$ cat config.mk
export PLATFORM = sky130hd
export DESIGN_NAME = data_mem_arbiter
export DESIGN_NICKNAME = d
export VERILOG_FILES = /design/src/rtl/dmem_arb_pkg.sv /design/src/rtl/dmem_arb_pick.sv /design/src/rtl/data_mem_arbiter.sv
export SDC_FILE = /design/constraint.sdc
export NUM_CORES = 1
export LEC_CHECK = 0
export CAP_MARGIN = 5
export CORE_MARGIN = 5
export CORE_UTILIZATION = 30
export DETAILED_ROUTE_END_ITERATION = 10
export PLACE_DENSITY = 0.62
export SYNTH_ARGS = -nofsm -noshare
export SYNTH_HDL_FRONTEND = slang
export SYNTH_HIERARCHICAL = 1
export SYNTH_SLANG_ARGS = --single-unit
$ cat constraint.sdc
create_clock -name clock -period 1.8 [get_ports clock]
set_clock_uncertainty 0.15 [all_clocks]
set_input_delay 0.36 -clock clock [delete_from_list [all_inputs] [get_ports clock]]
set_output_delay 0.36 -clock clock [all_outputs]
set_load 0.02 [all_outputs]
$ cat src/rtl/dmem_arb_pkg.sv
// Shared definitions for the data-memory arbiter: default widths, FSM states, owner IDs.
package dmem_arb_pkg;

  localparam int DMEM_ADDR_W = 11;
  localparam int DMEM_DATA_W = 33;

  typedef enum logic [1:0] {
    ST_IDLE   = 2'd0,
    ST_ACCESS = 2'd1,
    ST_WAIT   = 2'd2,
    ST_RESP   = 2'd3
  } arb_state_e;

  typedef enum logic {
    PORT_A = 1'b0,
    PORT_B = 1'b1
  } arb_port_e;

endpackage

$ cat src/rtl/dmem_arb_pick.sv
// Winner select for the data-memory arbiter.
// DMEM_ARB_RR_EN defined: round-robin on a tie (port that did not own last wins).
// DMEM_ARB_RR_EN undefined: fixed priority, port A wins a tie; no pointer input.
module dmem_arb_pick
  import dmem_arb_pkg::*;
(
`ifdef DMEM_ARB_RR_EN
  input  logic i_last,
`endif
  input  logic i_a_req,
  input  logic i_b_req,
  output logic o_winner
);

  // Pick the owner of the next access from the current requests.
  always_comb begin
    o_winner = PORT_A;
    if (i_a_req && i_b_req) begin
`ifdef DMEM_ARB_RR_EN
      o_winner = (i_last == PORT_A) ? PORT_B : PORT_A;
`else
      o_winner = PORT_A;
`endif
    end else if (i_b_req) begin
      o_winner = PORT_B;
    end
  end

endmodule

$ cat src/rtl/data_mem_arbiter.sv
// Two-port arbiter in front of the single-port data_mem (A = MEM stage, B = debug/loader).
// Each access: IDLE -> ACCESS (drive memory) -> WAIT (registered read) -> RESP (ack) -> IDLE.
// Every output is a register. Build option: DMEM_ARB_RR_EN selects round-robin tie-breaking.
module data_mem_arbiter
  import dmem_arb_pkg::*;
#(
  parameter int ADDR_W = DMEM_ADDR_W,
  parameter int DATA_W = DMEM_DATA_W
) (
  input  logic              clock,
  input  logic              reset_n,
  input  logic              a_req,
  input  logic              a_write,
  input  logic [ADDR_W-1:0] a_addr,
  input  logic [DATA_W-1:0] a_wdata,
  output logic              a_ack,
  output logic [DATA_W-1:0] a_rdata,
  input  logic              b_req,
  input  logic              b_write,
  input  logic [ADDR_W-1:0] b_addr,
  input  logic [DATA_W-1:0] b_wdata,
  output logic              b_ack,
  output logic [DATA_W-1:0] b_rdata,
  output logic [ADDR_W-1:0] mem_address,
  output logic [DATA_W-1:0] mem_in_data,
  output logic              mem_write,
  output logic              mem_read,
  input  logic [DATA_W-1:0] mem_out_data
);

  arb_state_e        r_state;
  arb_port_e         r_owner;
  logic              r_write;
  logic [ADDR_W-1:0] r_addr;
  logic [DATA_W-1:0] r_wdata;
  logic              r_mem_write;
  logic              r_mem_read;
  logic              r_a_ack;
  logic              r_b_ack;
  logic [DATA_W-1:0] r_a_rdata;
  logic [DATA_W-1:0] r_b_rdata;
`ifdef DMEM_ARB_RR_EN
  arb_port_e         r_last;
`endif

  logic              w_winner;
  logic              w_win_write;
  logic [ADDR_W-1:0] w_win_addr;
  logic [DATA_W-1:0] w_win_wdata;

  dmem_arb_pick u_pick (
`ifdef DMEM_ARB_RR_EN
    .i_last   (r_last),
`endif
    .i_a_req  (a_req),
    .i_b_req  (b_req),
    .o_winner (w_winner)
  );

  assign w_win_write = (w_winner == PORT_B) ? b_write : a_write;
  assign w_win_addr  = (w_winner == PORT_B) ? b_addr  : a_addr;
  assign w_win_wdata = (w_winner == PORT_B) ? b_wdata : a_wdata;

  // Access sequencer: latches the winner's request, drives the memory, captures read data, acks.
  always_ff @(posedge clock) begin
    if (!reset_n) begin
      r_state     <= ST_IDLE;
      r_owner     <= PORT_A;
      r_write     <= 1'b0;
      r_addr      <= '0;
      r_wdata     <= '0;
      r_mem_write <= 1'b0;
      r_mem_read  <= 1'b0;
      r_a_ack     <= 1'b0;
      r_b_ack     <= 1'b0;
      r_a_rdata   <= '0;
      r_b_rdata   <= '0;
`ifdef DMEM_ARB_RR_EN
      r_last      <= PORT_A;
`endif
    end else begin
      case (r_state)
        ST_IDLE: begin
          if (a_req || b_req) begin
            r_owner     <= arb_port_e'(w_winner);
            r_write     <= w_win_write;
            r_addr      <= w_win_addr;
            r_wdata     <= w_win_wdata;
            r_mem_write <= w_win_write;
            r_mem_read  <= !w_win_write;
`ifdef DMEM_ARB_RR_EN
            r_last      <= arb_port_e'(w_winner);
`endif
            r_state     <= ST_ACCESS;
          end
        end
        ST_ACCESS: begin
          r_mem_write <= 1'b0;
          r_mem_read  <= 1'b0;
          r_state     <= ST_WAIT;
        end
        ST_WAIT: begin
          if (!r_write) begin
            if (r_owner == PORT_A) r_a_rdata <= mem_out_data;
            else                   r_b_rdata <= mem_out_data;
          end
          if (r_owner == PORT_A) r_a_ack <= 1'b1;
          else                   r_b_ack <= 1'b1;
          r_state <= ST_RESP;
        end
        ST_RESP: begin
          r_a_ack <= 1'b0;
          r_b_ack <= 1'b0;
          r_state <= ST_IDLE;
        end
        default: r_state <= ST_IDLE;
      endcase
    end
  end

  assign a_ack       = r_a_ack;
  assign b_ack       = r_b_ack;
  assign a_rdata     = r_a_rdata;
  assign b_rdata     = r_b_rdata;
  assign mem_address = r_addr;
  assign mem_in_data = r_wdata;
  assign mem_write   = r_mem_write;
  assign mem_read    = r_mem_read;

endmodule

# After elaboration in Yosys (flattened, before gate mapping)

Index checks and enable logic that the tools add are counted.

Logic and storage cells: 46
Register bits after elaboration: 118
Input port bits: 127
Output and inout port bits: 114

Reductions and logical operators: 12
Eq/ne operators: 6
Mux-type cells: 15
Bitwise operators: 2

Operators by type and width:

| kind               | number |
|---|---|
| $mux 33            | 1 |
| $mux 11            | 1 |
| $pmux 1 s2         | 4 |
| $pmux 2 s4         | 1 |
| $reduce_and 2->1   | 4 |
| $mux 1             | 7 |
| $ne 2x2->1 const B | 3 |
| $reduce_and 3->1   | 2 |
| $eq 2x2->1 const B | 2 |
| $reduce_bool 2->1  | 2 |
| $eq 2x1->1 const B | 1 |
| $logic_not 2->1    | 1 |
| $mux 2             | 1 |
| $not 1->1          | 2 |
| $logic_and 1x1->1  | 1 |
| $logic_not 1->1    | 1 |
| $logic_or 1x1->1   | 1 |

# Longest topological paths before layout

Depth after elaboration: 6
Gate-level depth with buffers: 8
Depth with buffers taken out: 5

# Cells and area by module

Netlist, hierarchy kept.

Modules (own cells, without submodules):

| module           | area an instance (um^2) | seq. area each (um^2) | cells an instance | instances |
|---|---|---|---|---|
| data_mem_arbiter | 4,670.7                 | 2,362.3               | 528               | 1 |
| dmem_arb_pick    | 13.8                    | 0.0                   | 1                 | 1 |

# Worst setup path before layout

OpenSTA, ideal clock, no wires.

Kind: reg-to-reg
Start: register r_state[0]
End: register r_a_rdata[24] (netlist: a_rdata[24])
Slack: 102 ps
Buffers on the path: 3
Stages on the path, launching flop included: 9
Data arrival time: 1,415 ps
Library setup time: 132 ps
Clock period less this slack: 1,698 ps
Required time: 1,518 ps
Cells stage by stage: dfxtp_1 -> inv_1 -> ha_1 -> buf_4 -> or3b_1 -> buf_6 -> buf_6 -> nand2_1 -> a21oi_1

Word-level cells in the longest chain between the ends: 2

RTL lines:

| item                              | RTL line                | text |
|---|---|---|
| start: declaration                | data_mem_arbiter.sv:31  | `arb_state_e r_state;` |
| start signal: assignment          | data_mem_arbiter.sv:67  | `r_state <= ST_IDLE;` |
| start signal: assignment          | data_mem_arbiter.sv:94  | `r_state <= ST_ACCESS;` |
| start signal: assignment          | data_mem_arbiter.sv:100 | `r_state <= ST_WAIT;` |
| $eq 2x2->1                        | data_mem_arbiter.sv:82  | `case (r_state)` |
| $reduce_and 3->1 (no source line) | n/a                     |  |
| end signal: assignment            | data_mem_arbiter.sv:104 | `if (r_owner == PORT_A) r_a_rdata <= mem_out_data;` |
| end: declaration                  | data_mem_arbiter.sv:40  | `logic [DATA_W-1:0] r_a_rdata;` |

No other way between the ends.
A chain may end at the register's enable or synchronous reset.

# Worst setup path after layout

Start: register r_state[0]
End: register r_a_rdata[30] (netlist: a_rdata[30])

The elaborated chain is that of the path after synthesis.

==> impl_metrics.tcl <==
set metrics [dict create \
    outcome "complete, no violations" \
    antennaDiodeCount 0 \
    r2r_slack_ps 120 \
    r2r-start "r_state[0]$_SDFFE_PN0P_" \
    synth_common_cells "132 x nand2_1, 118 x dfxtp_1, 68 x a21oi_1, 49 x nor2_1" \
    ios 241 \
    grt_pass1_wl_um 23000 \
    synth.distinct_cells 26 \
    vias 4570 \
    fmax_mhz 595 \
    cts_buffer_depth 2 \
    syn_area_sq_um 4680 \
    drive_gt1_share_pct 7.93 \
    tns_ps 0 \
    arrival_ps 1830 \
    routed_wl_um 15000 \
    fp.dieH_um 135 \
    seq_area_frac_synth_pct 50.4 \
    max_cap_viol_count 0 \
    row_count 45 \
    rsz0062_at_grt "false" \
    area.growth.synth_to_final_pct 68.2 \
    irDropWorstVdd_mv 0.663 \
    grt_overflow 0 \
    synthCells 529 \
    clock_sinks 118 \
    finalHoldViolations 0 \
    wl_per_cell_um 15.1 \
    critPathLaunchType "register" \
    grt_pass1_vias 4520 \
    final_cell_count_no_fill 993 \
    synth_ff_type "dfxtp_1" \
    ys_top_cells_by_area "dfxtp_1 50%, nand2_1 11%, mux2i_1 10%" \
    cts_tree "done" \
    cp-startpoint "r_state[0]$_SDFFE_PN0P_" \
    groute.usage.overall_pct 15.8 \
    grt_max_degree 54 \
    r2r-end "a_rdata[30]$_SDFFE_PN0P_" \
    crit_path_max_fanout 33 \
    antenna_found_initial 0 \
    synth-edff-count 0 \
    required_ps 1940 \
    drt_iter0_markers 152 \
    cp-end-kind "register" \
    synth-seq-cells 118 \
    clock-root-buffer "clkbuf_16" \
    r2r_cells 6 \
    h-tree-depth 4 \
    worstSetupEndpoint "a_rdata[30]$_SDFFE_PN0P_" \
    whs_ps 298 \
    path_class "register to register" \
    start_util_pct 30.7 \
    netlist.area_leader.share_pct 50.4 \
    dr.pass1.iters 4 \
    dpl.cell_count 960 \
    fin_nets 902 \
    vias_per_cell 4.60 \
    power_density_nw_per_um2 1340 \
    leakage_uw 0.00337 \
    yosysWarningCount 6 \
    post-route-min-period_ps 1680 \
    clk_pin_slew_ps 60 \
    timing.slew.headroom_pct 79.1 \
    dp_hpwl_um 11000 \
    portBuffers 240 \
    ant_nets 0 \
    tightest_slew_ps 313 \
    post-route-drc-count 0 \
    drv_slew 0 \
    synth-async-reset-ratio_pct 0 \
    gp_congestion 0.790 \
    synth_nets 662 \
    hp-class "register to register" \
    finalCritPeriodShare_pct 93.4 \
    setup_viol_count_final 0 \
    synth_area_per_cell_sq_um 8.86 \
    synth_most_common_cell "nand2_1" \
    dieArea_sq_um 18200 \
    core-area_sq_um 15300 \
    numCtsBuffers 17 \
    die_x_um 135 \
    clkLatencyLatePin_ps 410 \
    synth_area_leader_cell "dfxtp_1" \
]
[critical path: stages, from the launching register on]
cell,delay (ps)
dfxtp_1,350
inv_2,100
ha_2,210
or3b_1,400
buf_12,190
nand2_1,90
a21oi_1,60
[flip-flops by register name, indices dropped and copies added, names as in the netlist]
| register | cells |
|---|---|
| b_rdata | 33 |
| mem_address | 11 |
| r_write | 1 |
| r_state | 2 |
| a_rdata | 33 |
| b_ack | 1 |
| mem_in_data | 33 |
| a_ack | 1 |
| mem_read | 1 |
| r_owner | 1 |
| mem_write | 1 |
[through the flow]
step / util, % / total power [uW] / instance area [sq um] / setup slack (ps)
2_1_floorplan: - / 5680 / 4680 / 102
3_3_place_gp: 48.4 / 7390 / 7380 / -183
3_5_place_dp: 48.4 / 7480 / 7380 / -255
4_1_cts: 51.4 / 10600 / 7840 / 41.9
5_1_grt: 51.6 / 11200 / 7880 / 15.7
6_report: 51.6 / 10500 / 7880 / 119
[cells by family (layout without fill, tap and decap cells)]
family                   Yosys count  after routing  share of synthesized area (%)
AND/OR/NAND/NOR                  192            192                           16.6
AO/OA/AOI/OAI                    120            120                           15.5
flip-flops                       118            118                           50.4
multiplexers                      48             48                           10.3
buffers and inverters             45            298                           5.58
adder cells (fa/ha/maj)            6              6                           1.60
[layout make-up]
| class | instances | area [sq um] |
|---|---|---|
| well taps | 211 | 264 |
| clock inverters | 14 | 174 |
| flip-flops and latches | 118 | 2360 |
| repair buffers | 263 | 2560 |
| fillers | 1452 | 7380 |
| multi-input cells | 366 | 2080 |
| inverters | 3 | 12.5 |
| clock buffers | 18 | 429 |
[worst min path at each step]
| stage | startpoint | slack [ps] | depth (start not counted) | end |
|---|---|---|---|---|
| 2_1_floorplan | reset_n | 340 | 1 | a_ack$_SDFFE_PN0P_ |
| 3_3_place_gp | b_rdata[29]$_SDFFE_PN0P_ | 290 | 2 | b_rdata[29]$_SDFFE_PN0P_ |
| 3_5_place_dp | b_rdata[12]$_SDFFE_PN0P_ | 300 | 2 | b_rdata[12]$_SDFFE_PN0P_ |
| 4_1_cts | b_rdata[26]$_SDFFE_PN0P_ | 300 | 2 | b_rdata[26]$_SDFFE_PN0P_ |
| 5_1_grt | a_rdata[14]$_SDFFE_PN0P_ | 320 | 2 | a_rdata[14]$_SDFFE_PN0P_ |
| 6_report | b_rdata[12]$_SDFFE_PN0P_ | 300 | 2 | b_rdata[12]$_SDFFE_PN0P_ |
[placed cells by master (no fill, tap or decap)]
master | Yosys | final
a211oi_1 | 47 | 46
a211oi_2 | 0 | 1
a21oi_1 | 68 | 68
and3b_1 | 1 | 1
buf_12 | 0 | 9
buf_4 | 11 | 13
bufinv_16 | 0 | 3
clkbuf_1 | 14 | 1
clkbuf_16 | 0 | 18
clkdlybuf4s50_1 | 0 | 126
clkinv_2 | 0 | 4
clkinv_4 | 0 | 4
clkinvlp_4 | 0 | 1
dfxtp_1 | 118 | 118
dlygate4sd2_1 | 0 | 114
ha_1 | 6 | 5
ha_2 | 0 | 1
inv_1 | 2 | 1
inv_2 | 1 | 1
inv_6 | 0 | 3
mux2_2 | 1 | 1
mux2i_1 | 47 | 47
nand2_1 | 132 | 132
nand3b_1 | 2 | 2
nor2_1 | 49 | 49
nor2b_1 | 2 | 2
nor2b_4 | 1 | 1
nor3_1 | 1 | 1
nor3b_1 | 1 | 1
nor3b_4 | 1 | 1
o21a_4 | 0 | 1
o21ai_0 | 3 | 3
o311a_1 | 1 | 1
or3b_1 | 2 | 2
[metal layers]
layer | GRT usage, % | share of wire (%) | vias to the layer above
met5 | 0 | 0 | -
met1 | 18.0 | 41 | 2085
li1 | - | - | 2276
met3 | 7.08 | 10 | 28
met2 | 25.9 | 47 | 181
met4 | 6.72 | 2.3 | 0
[repair_timing]
item                                    4_1_cts  5_1_grt
hold buffers                                  0        0
gates resized for setup                     114        4
endpoints found under the hold margin         0        0
endpoints found under the setup margin      114       62
buffers inserted                              0        0
gates cloned                                  0        1
[report_power, final]
group | switching (uW) | total (uW) | leakage, uW | internal (uW)
combinational | 2100 | 3650 | 0.00211 | 1550
sequential | 292 | 3470 | 0.000965 | 3180
clock | 1240 | 3430 | 0.000295 | 2190
total | 3630 | 10500 | 0.00337 | 6920
No activity file was read; power rests on OpenSTA's default activity.
